### config.mk
export PLATFORM = sky130hd
export DESIGN_NAME = ifetch_pair
export DESIGN_NICKNAME = d
export VERILOG_FILES = /design/src/rtl/ifetch_pkg.sv /design/src/rtl/ifetch_fifo.sv /design/src/rtl/ifetch_pair.sv
export SDC_FILE = /design/constraint.sdc
export NUM_CORES = 1
export LEC_CHECK = 0
export BUFFER_PORTS_ARGS = -buffer_cell sky130_fd_sc_hd__buf_4
export CAP_MARGIN = 15
export CORE_MARGIN = 3
export CORE_UTILIZATION = 50
export CTS_BUF_LIST = sky130_fd_sc_hd__clkbuf_8
export DETAILED_ROUTE_END_ITERATION = 8
export HOLD_SLACK_MARGIN = 0.08
export PLACE_DENSITY_LB_ADDON = 0.3
export SKIP_CTS_REPAIR_TIMING = 1
export SYNTH_ARGS = -nofsm -noshare
export SYNTH_HDL_FRONTEND = slang
export SYNTH_SLANG_ARGS = --single-unit
### constraint.sdc
create_clock -name clk -period 4.8 [get_ports clk]
set_input_delay 0.96 -clock clk [delete_from_list [all_inputs] [get_ports clk]]
set_output_delay 0.96 -clock clk [all_outputs]
set_load 0.005 [all_outputs]
### src/rtl/ifetch_pkg.sv
`default_nettype none
// ============================================================================
// Module   : ifetch_pkg
// Purpose  : Shared types and constants for the dual-issue fetch unit:
//            fetch-packet layout, PC step sizes and the control-flow opcodes
//            recognised by the optional slot-0 predecoder.
// Revision : 1.0 - initial release
// ============================================================================
package ifetch_pkg;

    typedef struct packed {
        logic [31:0] pc;      // PC of slot 0
        logic [31:0] instr0;  // word at pc
        logic [31:0] instr1;  // word at pc+4
        logic        v1;      // slot 1 may be issued
    } fetch_pkt_t;

    localparam logic [31:0] PC_STEP_PAIR   = 32'd8;
    localparam logic [31:0] PC_STEP_SINGLE = 32'd4;

    localparam logic [5:0] OP_J   = 6'h02;
    localparam logic [5:0] OP_JAL = 6'h03;
    localparam logic [5:0] OP_BEQ = 6'h04;
    localparam logic [5:0] OP_BNE = 6'h05;

    // True when the primary opcode is a jump or branch.
    function automatic logic is_ctrl(input logic [5:0] op);
        return (op == OP_J) || (op == OP_JAL) || (op == OP_BEQ) || (op == OP_BNE);
    endfunction

endpackage
`default_nettype wire

### src/rtl/ifetch_fifo.sv
`default_nettype none
// ============================================================================
// Module   : ifetch_fifo
// Purpose  : Fetch-packet FIFO, DEPTH entries (power of two, >= 2).
//            Head data is read straight from storage; reads 0 when empty.
// Ports    : clk, reset (sync, active-low), push/din, pop/dout, flush,
//            occupancy, full, empty.
//            A push while full is accepted only with a simultaneous pop.
//            flush empties the FIFO at the edge and overrides push.
// Revision : 1.0 - initial release
// ============================================================================
module ifetch_fifo
    import ifetch_pkg::*;
#(
    parameter int DEPTH = 4
) (
    input  logic                     clk,
    input  logic                     reset,
    input  logic                     push,
    input  fetch_pkt_t               din,
    input  logic                     pop,
    input  logic                     flush,
    output fetch_pkt_t               dout,
    output logic [$clog2(DEPTH):0]   occupancy,
    output logic                     full,
    output logic                     empty
);

    localparam int AW = $clog2(DEPTH);
    localparam logic [AW:0] c_depth = (AW+1)'(DEPTH);

    fetch_pkt_t     r_mem [DEPTH];
    logic [AW-1:0]  r_wptr;
    logic [AW-1:0]  r_rptr;
    logic [AW:0]    r_count;

    logic w_do_pop;
    logic w_do_push;

    assign empty     = (r_count == '0);
    assign full      = (r_count == c_depth);
    assign occupancy = r_count;
    assign dout      = empty ? '0 : r_mem[r_rptr];

    assign w_do_pop  = pop & ~empty;
    // When full, the slot freed by a same-cycle pop is exactly the write slot.
    assign w_do_push = push & (~full | w_do_pop);

    always_ff @(posedge clk) begin
        if (!reset || flush) begin
            r_wptr  <= '0;
            r_rptr  <= '0;
            r_count <= '0;
        end else begin
            if (w_do_push) begin
                r_mem[r_wptr] <= din;
                r_wptr        <= r_wptr + AW'(1);
            end
            if (w_do_pop) begin
                r_rptr <= r_rptr + AW'(1);
            end
            case ({w_do_push, w_do_pop})
                2'b10:   r_count <= r_count + (AW+1)'(1);
                2'b01:   r_count <= r_count - (AW+1)'(1);
                default: r_count <= r_count;
            endcase
        end
    end

endmodule
`default_nettype wire

### src/rtl/ifetch_pair.sv
`default_nettype none
// ============================================================================
// Module   : ifetch_pair
// Purpose  : Dual-issue instruction fetch. Reads two consecutive words per
//            cycle from a zero-latency instruction memory, packs them with
//            their PC into a fetch packet and queues packets for decode.
//            Redirects flush the queue and reload the PC.
// Ports    : clk, reset (sync, active-low)
//            imem_a / imem_rd / imem_rd2 : memory read port (word at a, a+4)
//            redirect_valid / redirect_pc : taken branch/jump from execute
//            out_valid / out_ready / out_pc / out_instr0 / out_instr1 /
//            out_valid1 : packet handshake to decode
//            occupancy : packets currently buffered
// Config   : `define IFETCH_PREDECODE_EN to end a packet after a slot-0
//            jump/branch (slot 1 invalid, PC advances by 4).
// Revision : 1.0 - initial release
// ============================================================================
module ifetch_pair
    import ifetch_pkg::*;
#(
    parameter int          DEPTH    = 4,
    parameter logic [31:0] RESET_PC = 32'h0000_0000
) (
    input  logic                     clk,
    input  logic                     reset,
    output logic [31:0]              imem_a,
    input  logic [31:0]              imem_rd,
    input  logic [31:0]              imem_rd2,
    input  logic                     redirect_valid,
    input  logic [31:0]              redirect_pc,
    output logic                     out_valid,
    input  logic                     out_ready,
    output logic [31:0]              out_pc,
    output logic [31:0]              out_instr0,
    output logic [31:0]              out_instr1,
    output logic                     out_valid1,
    output logic [$clog2(DEPTH):0]   occupancy
);

    logic [31:0] r_pc;
    logic        w_deq;
    logic        w_enq_ok;
    logic        w_full;
    logic        w_empty;
    logic        w_v1;
    logic [31:0] w_step;
    fetch_pkt_t  w_pkt_in;
    fetch_pkt_t  w_pkt_out;
    logic [1:0]  w_unused_redirect_lsb;

    // Redirect targets are word aligned; the byte-offset bits are dropped.
    assign w_unused_redirect_lsb = redirect_pc[1:0];

    assign imem_a    = r_pc;
    assign out_valid = ~w_empty;
    assign w_deq     = out_valid & out_ready;
    assign w_enq_ok  = ~redirect_valid & (~w_full | w_deq);

`ifdef IFETCH_PREDECODE_EN
    logic w_is_ctrl;
    // A control instruction in slot 0 closes the packet so that slot 1 is
    // refetched as the next packet's slot 0.
    assign w_is_ctrl = is_ctrl(imem_rd[31:26]);
    assign w_v1      = ~w_is_ctrl;
    assign w_step    = w_is_ctrl ? PC_STEP_SINGLE : PC_STEP_PAIR;
`else
    assign w_v1      = 1'b1;
    assign w_step    = PC_STEP_PAIR;
`endif

    assign w_pkt_in = '{pc: r_pc, instr0: imem_rd, instr1: imem_rd2, v1: w_v1};

    always_ff @(posedge clk) begin
        if (!reset) begin
            r_pc <= RESET_PC;
        end else if (redirect_valid) begin
            r_pc <= {redirect_pc[31:2], 2'b00};
        end else if (w_enq_ok) begin
            r_pc <= r_pc + w_step;
        end
    end

    ifetch_fifo #(
        .DEPTH (DEPTH)
    ) u_fifo (
        .clk       (clk),
        .reset     (reset),
        .push      (w_enq_ok),
        .din       (w_pkt_in),
        .pop       (w_deq),
        .flush     (redirect_valid),
        .dout      (w_pkt_out),
        .occupancy (occupancy),
        .full      (w_full),
        .empty     (w_empty)
    );

    assign out_pc     = w_pkt_out.pc;
    assign out_instr0 = w_pkt_out.instr0;
    assign out_instr1 = w_pkt_out.instr1;
    assign out_valid1 = w_pkt_out.v1;

endmodule
`default_nettype wire

### Word-level counts from Yosys, hierarchy flattened

Memories as Yosys holds them, arrays and structs flattened. A register that Yosys moved wholly into a read port is not among the register bits.
Index checks and enable logic that the tools add are counted.

| operators by class | value |
|---|---|
| add/subtract/negate cells | 5 |
| equal/unequal tests | 3 |
| mux-type cells | 9 |
| bitwise gates (word level) | 10 |
| reductions and logical operators | 6 |

Operators with widths:

| cell | number |
|---|---|
| 2-to-1 mux 97 bit | 1 |
| 2-to-1 mux 32 bit | 2 |
| adder 32 x 4 -> 32 bit, second input constant | 1 |
| one-hot mux 3 bit (2 select lines) | 1 |
| adder 2 x 1 -> 2 bit, second input constant | 2 |
| AND 1 bit | 4 |
| 2-to-1 mux 2 bit | 2 |
| inverter 1 bit | 4 |
| nonzero test 2 bit | 2 |
| adder 3 x 1 -> 3 bit, second input constant | 1 |
| == test 3 bit, second input constant | 1 |
| logical NOT 3 bit | 1 |
| 2-to-1 mux 1 bit | 3 |
| subtractor 3 x 1 -> 3 bit, second input constant | 1 |
| == test 2 x 1 -> 1 bit, second input constant | 1 |
| == test 2 bit, second input constant | 1 |
| bitwise OR 1 bit | 2 |
| OR reduction 2 bit | 1 |
| logical NOT 1 bit | 1 |
| logical OR 1 bit | 1 |

| word-level totals | value |
|---|---|
| register bits | 39 |
| memory bits (writable) | 384 |
| input port bits | 100 |
| output and inout port bits | 133 |
| logic and storage cells | 39 |
| memories kept | 1 |

Memories:

| name | depth | bits a word | rd ports | clocked after Yosys merged registers in | wr ports | line | RTL |
|---|---|---|---|---|---|---|---|
| u_fifo.r_mem | 4 | 96 | 1 | 1 | 1 | ifetch_fifo.sv:32 | `fetch_pkt_t r_mem [DEPTH];` |

### Longest topological paths before layout

| logic depth | value |
|---|---|
| depth in word-level cells | 9 |
| depth in mapped cells | 10 |
| mapped depth without buffers | 8 |

### By module

From an unflattened synthesis, not the netlist that was laid out.

| second synthesis, totals | value |
|---|---|
| cell total of the unflattened synthesis | 912 |
| area, all modules | 17128.9 µm² |

By module, submodules not included:

| module | times used | cells an instance | area an instance (µm²) | sequential area each (µm²) |
|---|---|---|---|---|
| ifetch_fifo | 1 | 681 | 15247.1 | 11831.3 |
| ifetch_pair | 1 | 231 | 1881.8 | 600.6 |

### Worst setup path after synthesis

Ideal clock, no wire load.

| timing | value |
|---|---|
| path type | input to register |
| start point | input redirect_valid |
| end point | memory u_fifo.r_mem[0][0] in the netlist's numbering, enable pin |
| setup time | 0.463 ns |
| data arrival time | 3.657 ns |
| required time | 4.337 ns |
| setup slack | 0.680 ns |
| cell stages on the path | 4 |
| buffers on the path | 1 |
| path through | nand2b_1 -> clkbuf_1 -> nor2_1 -> and2_1 |

| between the ends | value |
|---|---|
| longest elaborated chain between the ends | 6 |
| elaborated cells between the ends (all ways) | 7 |
| those cells by class | 3 x mux; 3 x bitwise; 1 x reduce/logical |

RTL lines:

| what | line | RTL |
|---|---|---|
| start, declared | ifetch_pair.sv:29 | `input logic redirect_valid,` |
| inverter 1 bit | ifetch_pair.sv:57 | `assign w_enq_ok = ~redirect_valid & (~w_full \| w_deq);` |
| AND 1 bit | ifetch_pair.sv:57 |  |
| AND 1 bit | ifetch_fifo.sv:47 | `assign w_do_push = push & (~full \| w_do_pop);` |
| 2-to-1 mux 1 bit | ifetch_fifo.sv:55 | `if (w_do_push) begin` |
| 2-to-1 mux 1 bit * | ifetch_fifo.sv:50 | `if (!reset \|\| flush) begin` |
| 2-to-1 mux 1 bit (not written as such) * | ifetch_fifo.sv:56 | `r_mem[r_wptr] <= din;` |
| end, declared | ifetch_fifo.sv:32 |  |

Mark *: on every way between the ends. The rest lies on a longest branch, timed or not.

==> flow_summary.yaml <==
run_status:
  status: "finished clean"
place:
  hpwl_um: 19900
  post_dp_cell_area_um2: 18600
  dp_worst_setup_slack_ns: 1.42
  port_buffers: 226
  placedCellCount: 1496
  gp_congestion: 0.792
global_routing:
  grt_antenna_before_repair: 0
  grt_pass1_vias: 9385
  overflow: 0
  grt_max_degree: 72
  grt_use_total_pct: 19.1
  grt_pass1_wl_um: 52600
sta:
  timing.fmax_ghz: 0.279
  period_share_pct: 74.8
  fin_ws_ns: 1.21
  hold_viol: 0
  finalSetupViolations: 0
  rsz0062_at_grt: "false"
  finalMaxSlewViolations: 0
  hold_slack_ns: 0.493
  fin_skew_ns: 0.0194
  tns_ns: 0
  worstMarginPinSlew_ns: 0.826
  period_minus_slack_ns: 3.59
  max-slew-margin-rel_pct: 44.5
synth:
  yosysSeqAreaShare_pct: 73.8
  synthCells: 870
  synth_edf_count: 376
  avgSynthCellArea_um2: 18.8
  synthFlopType: "edfxtp_1"
  yosysUniqueCellTypes: 49
  yosys_register_bits: 415
  yosys_warnings: 0
  synth-async-reset-ratio_pct: 0
  synth.cell_area_um2: 16400
worst_setup_path:
  crit_path_top_delay_cell: "dfxtp_4"
  crit_buf_inv: 2
  crit_arrival_ns: 2.63
  crit_type: "reg -> out"
  worstPathCellList: "buf_4 -> mux4_2 -> and2_1 -> buf_4"
  r2r_cells: 8
  r2r_slack_ns: 2.03
  crit_path_frequent_cell: "buf_4"
  crit_family: "flip-flops"
  reg2reg_to: "u_fifo.occupancy[2]"
  crit_fanout: 26
  required_ns: 3.84
  cpPeakStageDelay_ns: 0.72
  cp-end-kind: "output port"
  timing.rr.start: "u_fifo.occupancy[0]"
  start_kind: "flip-flop"
final_layout:
  final_util_pct: 62.4
  final_area_um2: 19900
  mostFrequentLayoutCell: "edfxtp_1"
  mostFrequentLayoutCells: "edfxtp_1 (376), buf_4 (236), and2_1 (97)"
  layout.nets: 1239
  drive_above_1_share_pct: 36.9
  areaGrowthSynthToFinish_pct: 21.5
  final_cell_count_no_fill: 1617
  diodes: 0
power:
  peakVddDrop_mv: 0.202
  leakagePower_nw: 6.89
  seqPwrFrac_pct: 55.2
  pwr-share-clk_pct: 38.7
  p_int_mw: 5.83
  switchingPower_mw: 1.60
  p_comb_share_pct: 6.0
  p_total_mw: 7.43
  switching_share_pct: 21.5
  powerDensity_nw_per_um2: 374
hold_path:
  hold_class: "reg -> reg"
  min_path_cells: 2
  min-delay-start: "u_fifo.r_wptr[1]"
  hold_end: "u_fifo.r_wptr[1]"
floorplan:
  dieArea_um2: 34900
  io_pins: 233
  dieHeight_um: 187
  core_area_um2: 31900
  rows: 65
  start_util_pct: 51.3
  die_w_um: 187
detailed_routing:
  wl_per_cell_um: 20.4
  drt_iter0_drc: 550
  wl_um: 33000
  vias: 8827
  route.antenna.remaining_nets: 0
  firstDrtPassIters: 6
  vias_per_cell: 5.46
  drc: 0
clock_network:
  clock_path_buffers: 3
  worst_setup_hold_path_clk_slew_ns: 0.06
  cts-root-buf: "clkbuf_8"
  h-tree-depth: 3
  clock_sinks: 415
  cts_made_buffers: 69
  cts_tree: "done"
  clk_latency_ns: 0.55
flow_run:
  max_cap_violations: 0
cell families after synthesis:
logic type                 Yosys count  synth area share (%)
DFF                                415                  73.8
and+or+nand+nor                    207                  7.65
muxes                               95                  13.0
AOI/OAI and AO/OA                   69                  2.58
buffers and inverters               63                  1.68
xor gates and xnor gates            13                 0.696
adders and majority gates            7                 0.581
other                                1                0.0229
worst max path at each step:
stage                               from                  end  cells after the start  slack [ns]
after floorplan           redirect_valid   u_fifo.r_mem[0][0]                      4        0.68
after global placement         out_ready  u_fifo.occupancy[2]                      9        1.44
after detailed placement       out_ready  u_fifo.occupancy[2]                      9        1.42
after CTS                      flip-flop       out_instr1[29]                      4        1.10
after global routing           flip-flop       out_instr1[20]                      4        1.01
final                          flip-flop       out_instr1[11]                      4        1.21
cell type report:
type / count / area (um2)
Clock buffer: 72 / 991
Multi-Input combinational cell: 395 / 4050
Tap cell: 435 / 544
Timing Repair Buffer: 242 / 1890
Inverter: 9 / 33.8
Sequential cell: 415 / 12100
Clock inverter: 49 / 293
Fill cell: 2350 / 12000
layer usage:
| metal | track usage, % | routed length (um) |
|---|---|---|
| met4 | 4.39 | 320 |
| met1 | 25.8 | 14000 |
| met2 | 32.0 | 16400 |
| met3 | 4.67 | 2350 |
| met5 | 0 | 0 |
Yosys cell counts (2+ instances only):
library cell    n  area [um2]
edfxtp_1      376       11300
and2_1        101         632
mux4_2         94        2120
dfxtp_1        39         781
clkbuf_1       34         128
o21ai_0        29         145
nand2_1        21        78.8
nand3_1        13        65.1
nor2_1         12        45.0
a31oi_1        11        68.8
a21oi_1        10        50.1
buf_2          10        50.1
inv_1           9        33.8
nor3_1          8        40.0
or4_1           8        60.1
xnor2_1         8        70.1
nand4_1         7        43.8
or3_1           7        43.8
ha_1            6        75.1
o31ai_1         6        45.0
and4_1          5        43.8
buf_4           5        37.5
nor4b_1         5        43.8
xor2_1          5        43.8
buf_1           4        15.0
nand2b_1        4        25.0
nor4_1          4        25.0
a311oi_1        3        26.3
nor3b_1         3        22.5
and3_1          2        12.5
nor2b_1         2        12.5
o211a_1         2        20.0
worst register-to-register path: stages, from the launching register on:
cell and delay, ns:
dfxtp_1 0.38, or4b_2 0.91, nand2_1 0.16, ha_1 0.19, inv_1 0.06, fa_1 0.38, xor2_1 0.16, or3_1 0.31
a21oi_1 0.14
power by group through the flow:
stage	Combinational, mW	Clock [mW]	Sequential, mW
finish	0.449	2.88	4.10
global route	0.494	3.15	4.11
CTS	0.459	2.95	4.10
detailed placement	0.457	0	4.18
global placement	0.451	0	4.17
floorplan	0.210	0	4.15
registers in the layout, indices dropped and copies added (netlist names), named ones only:
register,flops
u_fifo.r_wptr,2
u_fifo.r_mem,376
u_fifo.r_rptr,2
imem_a,30
u_fifo.occupancy,3
Note: power is estimated with default switching activity, not from simulation.
